[config.mk]
export PLATFORM = sky130hd
export DESIGN_NAME = calc_entry_sequencer
export DESIGN_NICKNAME = d
export VERILOG_FILES = /design/src/rtl/calc_pkg.sv /design/src/rtl/digit_accumulator.sv /design/src/rtl/calc_entry_sequencer.sv
export SDC_FILE = /design/constraint.sdc
export NUM_CORES = 1
export LEC_CHECK = 0
export BUFFER_PORTS_ARGS = -buffer_cell sky130_fd_sc_hd__buf_4
export CORE_MARGIN = 5
export CORE_UTILIZATION = 27
export CTS_CLUSTER_DIAMETER = 60
export DETAILED_ROUTE_END_ITERATION = 7
export PLACE_DENSITY = 0.55
export REMOVE_ABC_BUFFERS = 1
export SKIP_LAST_GASP = 1
export SYNTH_ARGS = -nofsm -noshare
export SYNTH_HDL_FRONTEND = slang
export SYNTH_SLANG_ARGS = --single-unit
[constraint.sdc]
create_clock -name clk -period 7.8 [get_ports clk]
set_clock_uncertainty 0.15 [all_clocks]
set_input_delay 1.56 -clock clk [delete_from_list [all_inputs] [get_ports clk]]
set_output_delay 1.56 -clock clk [all_outputs]
set_load 0.03 [all_outputs]
[src/rtl/calc_pkg.sv]
// ============================================================================
// Module   : calc_pkg
// Purpose  : Shared key codes, ALU opcode and sequencer state types for the
//            calculator entry path.
// Revision : 1.0 - initial release
// ============================================================================
`default_nettype none

package calc_pkg;

    localparam logic [3:0] C_KEY_ADD  = 4'hA;
    localparam logic [3:0] C_KEY_SUB  = 4'hB;
    localparam logic [3:0] C_KEY_MUL  = 4'hC;
    localparam logic [3:0] C_KEY_EQ   = 4'hD;
    localparam logic [3:0] C_KEY_CLR  = 4'hE;
    localparam logic [3:0] C_KEY_BKSP = 4'hF;

    typedef enum logic [1:0] {
        ALU_ADD = 2'b00,
        ALU_SUB = 2'b01,
        ALU_MUL = 2'b10
    } alu_op_t;

    typedef enum logic [2:0] {
        S_OPA    = 3'd0,
        S_OPB    = 3'd1,
        S_EXEC   = 3'd2,
        S_RESULT = 3'd3,
        S_ERR    = 3'd4
    } statetype;

    function automatic int pow10(input int n);
        int r;
        r = 1;
        for (int i = 0; i < n; i++) begin
            r = r * 10;
        end
        return r;
    endfunction

    function automatic alu_op_t key_to_op(input logic [3:0] k);
        case (k)
            C_KEY_SUB: return ALU_SUB;
            C_KEY_MUL: return ALU_MUL;
            default:   return ALU_ADD;
        endcase
    endfunction

endpackage

`default_nettype wire

[src/rtl/digit_accumulator.sv]
// ============================================================================
// Module   : digit_accumulator
// Purpose  : Decimal operand accumulator with digit counter. Optional
//            backspace divide is built only when CALC_BACKSPACE_EN is defined.
// Revision : 1.0 - initial release
// ============================================================================
`default_nettype none

module digit_accumulator #(
    parameter int WIDTH          = 16,
    parameter int MAX_CHARACTERS = 4
) (
    input  logic                                clk,
    input  logic                                reset,
    input  logic                                load,
    input  logic [WIDTH-1:0]                    load_value,
    input  logic                                clear,
    input  logic                                push_digit,
    input  logic [3:0]                          digit,
    input  logic                                pop_digit,
    output logic [WIDTH-1:0]                    value,
    output logic [$clog2(MAX_CHARACTERS+1)-1:0] count,
    output logic                                full
);

    localparam int CW = $clog2(MAX_CHARACTERS + 1);

    logic [WIDTH-1:0] r_value;
    logic [CW-1:0]    r_count;
    logic [WIDTH-1:0] w_base_value;
    logic [WIDTH-1:0] w_next_value;
    logic [CW-1:0]    w_base_count;
    logic [CW-1:0]    w_next_count;

    // clear together with push means "start a fresh operand with this digit"
    always_comb begin
        w_base_value = clear ? '0 : r_value;
        w_base_count = clear ? '0 : r_count;
        w_next_value = w_base_value;
        w_next_count = w_base_count;
        if (load) begin
            w_next_value = load_value;
            w_next_count = '0;
        end else if (push_digit) begin
            if ((w_base_count < CW'(MAX_CHARACTERS)) &&
                !(digit == 4'd0 && w_base_value == '0 && w_base_count == '0)) begin
                w_next_value = w_base_value * WIDTH'(10) + WIDTH'(digit);
                w_next_count = w_base_count + CW'(1);
            end
        end
`ifdef CALC_BACKSPACE_EN
        else if (pop_digit && w_base_count != '0) begin
            w_next_value = w_base_value / WIDTH'(10);
            w_next_count = w_base_count - CW'(1);
        end
`endif
    end

`ifndef CALC_BACKSPACE_EN
    logic w_unused_pop;
    assign w_unused_pop = pop_digit;
`endif

    always_ff @(posedge clk) begin
        if (reset) begin
            r_value <= '0;
            r_count <= '0;
        end else begin
            r_value <= w_next_value;
            r_count <= w_next_count;
        end
    end

    assign value = r_value;
    assign count = r_count;
    assign full  = (r_count == CW'(MAX_CHARACTERS));

endmodule

`default_nettype wire

[src/rtl/calc_entry_sequencer.sv]
// ============================================================================
// Module   : calc_entry_sequencer
// Purpose  : Keypad-to-ALU sequencer: builds A, op, B, runs the ALU handshake
//            and holds result/error for display. Macro: CALC_BACKSPACE_EN.
// Revision : 1.0 - initial release
// ============================================================================
`default_nettype none

module calc_entry_sequencer #(
    parameter int MAX_CHARACTERS = 4,
    parameter int WIDTH          = 16,
    parameter int ALU_TIMEOUT    = 255
) (
    input  logic                                clk,
    input  logic                                reset,
    input  logic                                key_valid,
    input  logic [3:0]                          key_code,
    output logic                                alu_start,
    output logic [1:0]                          alu_op,
    output logic [WIDTH-1:0]                    alu_a,
    output logic [WIDTH-1:0]                    alu_b,
    input  logic                                alu_done,
    input  logic [WIDTH-1:0]                    alu_result,
    input  logic                                alu_overflow,
    output logic [WIDTH-1:0]                    disp_value,
    output logic [$clog2(MAX_CHARACTERS+1)-1:0] disp_digits,
    output logic                                busy,
    output logic                                error
);

    import calc_pkg::*;

    localparam int               CW          = $clog2(MAX_CHARACTERS + 1);
    localparam int               TW          = $clog2(ALU_TIMEOUT + 1);
    localparam logic [WIDTH-1:0] C_MAX_VALUE = WIDTH'(pow10(MAX_CHARACTERS) - 1);

    statetype         r_state;
    alu_op_t          r_op;
    alu_op_t          r_alu_op;
    logic             r_alu_start;
    logic [WIDTH-1:0] r_alu_a;
    logic [WIDTH-1:0] r_alu_b;
    logic [TW-1:0]    r_timer;

    logic w_key_digit, w_key_op, w_key_eq, w_key_clr, w_key_bksp, w_result_ok;
    logic w_clear_a, w_push_a, w_load_a, w_pop_a;
    logic w_clear_b, w_push_b, w_pop_b;
    logic [WIDTH-1:0] w_value_a, w_value_b;
    logic [CW-1:0]    w_count_a, w_count_b;
    logic             w_full_a, w_full_b, w_unused_full;

    assign w_key_digit = key_valid && (key_code <= 4'd9);
    assign w_key_op    = key_valid && (key_code == C_KEY_ADD || key_code == C_KEY_SUB ||
                                       key_code == C_KEY_MUL);
    assign w_key_eq    = key_valid && (key_code == C_KEY_EQ);
    assign w_key_clr   = key_valid && (key_code == C_KEY_CLR);
    assign w_key_bksp  = key_valid && (key_code == C_KEY_BKSP);
    assign w_result_ok = !alu_overflow && (alu_result <= C_MAX_VALUE);

    // A digit after a result starts a new operand A from scratch
    assign w_clear_a = w_key_clr || (r_state == S_RESULT && w_key_digit);
    assign w_push_a  = (r_state == S_OPA || r_state == S_RESULT) && w_key_digit;
    assign w_load_a  = (r_state == S_EXEC) && alu_done && w_result_ok && !w_key_clr;
    assign w_clear_b = w_key_clr || ((r_state == S_OPA || r_state == S_RESULT) && w_key_op);
    assign w_push_b  = (r_state == S_OPB) && w_key_digit;
`ifdef CALC_BACKSPACE_EN
    assign w_pop_a   = (r_state == S_OPA) && w_key_bksp;
    assign w_pop_b   = (r_state == S_OPB) && w_key_bksp;
`else
    assign w_pop_a   = 1'b0;
    assign w_pop_b   = 1'b0;
`endif
    assign w_unused_full = w_full_a ^ w_full_b ^ w_key_bksp;

    digit_accumulator #(.WIDTH(WIDTH), .MAX_CHARACTERS(MAX_CHARACTERS)) u_acc_a (
        .clk(clk), .reset(reset), .load(w_load_a), .load_value(alu_result),
        .clear(w_clear_a), .push_digit(w_push_a), .digit(key_code), .pop_digit(w_pop_a),
        .value(w_value_a), .count(w_count_a), .full(w_full_a)
    );

    digit_accumulator #(.WIDTH(WIDTH), .MAX_CHARACTERS(MAX_CHARACTERS)) u_acc_b (
        .clk(clk), .reset(reset), .load(1'b0), .load_value({WIDTH{1'b0}}),
        .clear(w_clear_b), .push_digit(w_push_b), .digit(key_code), .pop_digit(w_pop_b),
        .value(w_value_b), .count(w_count_b), .full(w_full_b)
    );

    always_ff @(posedge clk) begin
        if (reset) begin
            r_state     <= S_OPA;
            r_op        <= ALU_ADD;
            r_alu_op    <= ALU_ADD;
            r_alu_start <= 1'b0;
            r_alu_a     <= '0;
            r_alu_b     <= '0;
            r_timer     <= '0;
        end else begin
            r_alu_start <= 1'b0;
            if (w_key_clr) begin
                r_state <= S_OPA;
                r_timer <= '0;
            end else begin
                case (r_state)
                    S_OPA: begin
                        if (w_key_op) begin
                            r_op    <= key_to_op(key_code);
                            r_state <= S_OPB;
                        end
                    end
                    S_OPB: begin
                        if (w_key_op && w_count_b == '0) begin
                            r_op <= key_to_op(key_code);
                        end else if (w_key_eq && w_count_b != '0) begin
                            r_alu_a     <= w_value_a;
                            r_alu_b     <= w_value_b;
                            r_alu_op    <= r_op;
                            r_alu_start <= 1'b1;
                            r_timer     <= '0;
                            r_state     <= S_EXEC;
                        end
                    end
                    S_EXEC: begin
                        r_timer <= r_timer + TW'(1);
                        if (alu_done) begin
                            r_state <= w_result_ok ? S_RESULT : S_ERR;
                        end else if (r_timer == TW'(ALU_TIMEOUT - 1)) begin
                            r_state <= S_ERR;
                        end
                    end
                    S_RESULT: begin
                        if (w_key_digit) begin
                            r_state <= S_OPA;
                        end else if (w_key_op) begin
                            r_op    <= key_to_op(key_code);
                            r_state <= S_OPB;
                        end
                    end
                    S_ERR: begin
                    end
                    default: r_state <= S_OPA;
                endcase
            end
        end
    end

    always_comb begin
        disp_value  = '0;
        disp_digits = '0;
        case (r_state)
            S_OPA, S_RESULT: begin
                disp_value  = w_value_a;
                disp_digits = w_count_a;
            end
            S_OPB: begin
                disp_value  = (w_count_b != '0) ? w_value_b : w_value_a;
                disp_digits = w_count_b;
            end
            S_EXEC: begin
                disp_value  = w_value_b;
                disp_digits = w_count_b;
            end
            default: begin
            end
        endcase
    end

    assign alu_start = r_alu_start;
    assign alu_op    = r_alu_op;
    assign alu_a     = r_alu_a;
    assign alu_b     = r_alu_b;
    assign busy      = (r_state == S_EXEC);
    assign error     = (r_state == S_ERR);

endmodule

`default_nettype wire

==> impl_metrics.tcl <==
set metrics [dict create \
    critPathMaxFanout 11 \
    crit_arrival_ns 6.47 \
    wl_met1_um 9876 \
    crit_family "compound AO/OA/AOI/OAI gates" \
    die_h_um 162.9 \
    ys_types 69 \
    placed_cell_area_mm2 0.007199 \
    routed_wl_um 20100 \
    critPathKind "in -> reg" \
    setup_viol 0 \
    cp-end-kind "flop" \
    die_w_um 162.9 \
    synth_enable_flop_cells 0 \
    first_pass_iters 4 \
    grt_pass1_vias 5933 \
    via_per_inst 5.061 \
    dp_hpwl_um 14850 \
    critPathMaxStageDelay_ns 0.71 \
    synth.ff_latch_count 86 \
    num_vias 6073 \
    fin_area_mm2 0.007521 \
    synthCells 824 \
    cpMaxStageDelayCell "a2111oi_0" \
    io_buffers 80 \
    htreeDepth 3 \
    drc 0 \
    row_count 56 \
    drive_above_1_share_pct 14.19 \
    syn_area_mm2 0.006315 \
    cts-resized-gates 0 \
    antenna_cells 0 \
    core_area_mm2 0.02326 \
    worst_pin_slew_ns 1.171 \
    rsz0062_at_grt "false" \
    path_clk_slew_ns 0.07 \
    fin_tns_setup_ns 0 \
    cp_cell_sequence "buf_4 > o21ai_0 > nand4_1 > and2_1 > nand2_1 > inv_1 > ha_1 > ha_1 > fa_1 > a211o_1 > a2111oi_0 > o211ai_1 > a2111oi_0 > nand4b_1 > mux2_2 > nand3_1" \
    root_buffer "clkbuf_16" \
    yosys_warnings 0 \
    avgSynthCellArea_um2 7.664 \
    start_kind "primary input" \
    cts.hold.buffers_added 0 \
    cts_buffer_depth 2 \
    ioPinCount 81 \
    vdd_drop_max_mv 0.1220 \
    crit_required_ns 7.89 \
    postCtsSetupBuffers 0 \
    die_area_mm2 0.02655 \
    slew_viol_final 0 \
    initial_core_util_pct 27.15 \
    finalCriticalPeriod_ns 6.379 \
    worst_hold_slack_ns 0.3052 \
    fin_ws_ns 1.421 \
    wl_per_cell_um 16.75 \
    gr-total-overflow 0 \
    place.gp.congestion 0.8670 \
    period_share_pct 81.78 \
    grt_pass1_wl_um 31990 \
    hold_class "reg -> reg" \
    power.density_mw_per_mm2 151.9 \
    async_flop_share_pct 0 \
    syn2layout_area_growth_pct 19.10 \
    postLayoutCoreUtil_pct 32.33 \
    dr_wl_met2_um 8690 \
    antenna_found_initial 0 \
    max_slew_margin_pct 21.95 \
    synth.yosys.seq_area_share_pct 27.26 \
    ant_nets 0 \
    clock_sinks 86 \
    nets 951 \
    grt_usage_pct 15.11 \
    r2r_setup_slack_ns 2.38 \
    path_buf_inv 2 \
    status "complete, no violations" \
    wl_met3_um 1215 \
    hold_violations 0 \
    maxCapViolCount 0 \
    synth_ff_type "dfxtp_1" \
    preCtsSetupSlack_ns 1.135 \
    highest_layer "met4" \
    p_leak_nw 3.099 \
    tritoncts.num_buffers 9 \
    cts_tree "yes" \
    grt_max_degree 70 \
    clock_latency_ns 0.35 \
    drt_iter0_markers 302 \
    max_freq_mhz 156.8 \
]
==> cell families after synthesis <==
logic type	count (synthesis)	share of synthesized area [%]
simple gates	359	27.70
compound gates	194	20.73
flops	86	27.26
buf+inv	67	4.082
fa+ha+maj	50	10.38
xor+xnor	48	6.658
mux	20	3.190
==> cell type report <==
cell class | count | area, µm²
Clock inverter | 7 | 96.34
Tap cell | 319 | 399.1
Multi-Input combinational cell | 671 | 4347
Clock buffer | 9 | 225.2
Fill cell | 2568 | 15740
Inverter | 21 | 78.83
Timing Repair Buffer | 87 | 653.1
Sequential cell | 86 | 1722
==> flip-flops by register name (all words and copies together), names as in the netlist <==
signal	flops
alu_a	16
alu_b	16
u_acc_a.value	16
u_acc_b.value	16
r_timer	8
r_state	3
u_acc_a.count	3
u_acc_b.count	3
alu_op	2
r_op	2
alu_start	1
==> routing by layer <==
metal  vias to the layer above  track usage [%]
li1                       3061                -
met1                      2834            21.17
met2                       153            23.25
met3                        25            3.923
met4                         0            3.622
met5                         -                0
==> worst reg2reg max path: cells and delay by family, from the launching register on <==
| family | cells | cell delay, ns |
|---|---|---|
| adder cells (fa/ha/maj) | 3 | 0.94 |
| multiplexers | 1 | 0.29 |
| AND/OR/NAND/NOR | 6 | 1.47 |
| buffers and inverters | 1 | 0.09 |
| AO/OA/AOI/OAI | 4 | 1.91 |
| flip-flops | 1 | 0.48 |
==> metrics by stage <==
step / power, W / std cells
after CTS: 0.001156 / 1200
after global placement: 0.0006769 / 1184
after detailed placement: 0.0006771 / 1184
after floorplan: 0.0006028 / 778
after global routing: 0.001196 / 1200
final: 0.001142 / 1200
==> path summary, 6_finish.rpt <==
path                                           to         from  cells past startpoint
worst max-delay path            u_acc_a.value[15]  key_code[2]                     16
worst max register to register  u_acc_a.value[15]   r_state[1]                     15
worst min register to register          alu_a[15]    alu_a[15]                      2
worst min-delay path                    alu_a[15]    alu_a[15]                      2
==> Yosys cell counts, drive strengths merged (6+ instances only) <==
cell | instances | area [µm²]
nand2 | 120 | 450.4
nor2 | 91 | 344.1
dfxtp | 86 | 1722
a21oi | 68 | 340.3
ha | 46 | 575.6
clkbuf | 39 | 146.4
xnor2 | 28 | 245.2
and3 | 23 | 143.9
o21ai | 22 | 110.1
and2 | 21 | 131.4
inv | 20 | 75.07
xor2 | 20 | 175.2
mux2i | 19 | 190.2
nor4 | 17 | 106.4
a211oi | 16 | 120.1
o211ai | 13 | 97.59
nand4 | 12 | 75.07
nor3 | 12 | 60.06
a21o | 11 | 82.58
a31oi | 11 | 68.82
nand2b | 9 | 56.30
nand3 | 9 | 45.04
or3 | 9 | 56.30
buf | 7 | 32.53
nor2b | 7 | 43.79
a2111oi | 6 | 78.83
a211o | 6 | 52.55
o2111ai | 6 | 52.55
==> power by group <==
part | switching [W] | internal [W]
Sequential | 0.0000187 | 0.000448
Clock | 0.000191 | 0.000283
Combinational | 0.000121 | 0.0000806
==> placed cells by master (no fill, tap or decap), types with 4 or more instances in the layout <==
| cell | n |
|---|---|
| a211o_1 | 6 |
| a211oi_1 | 16 |
| a21o_1 | 11 |
| a21oi_1 | 68 |
| a311oi_1 | 5 |
| a31oi_1 | 11 |
| and2_1 | 20 |
| and3_1 | 23 |
| buf_4 | 87 |
| clkbuf_16 | 9 |
| dfxtp_1 | 86 |
| fa_1 | 4 |
| ha_1 | 46 |
| inv_1 | 20 |
| mux2i_1 | 19 |
| nand2_1 | 120 |
| nand2b_1 | 9 |
| nand3_1 | 9 |
| nand4_1 | 12 |
| nor2_1 | 89 |
| nor2b_1 | 7 |
| nor3_1 | 12 |
| nor4_1 | 17 |
| nor4b_1 | 4 |
| o2111ai_1 | 6 |
| o211ai_1 | 13 |
| o21a_1 | 4 |
| o21ai_0 | 21 |
| or2_2 | 5 |
| or3_1 | 9 |
| xnor2_1 | 28 |
| xor2_1 | 20 |
No activity file was read; power rests on OpenSTA's default activity.
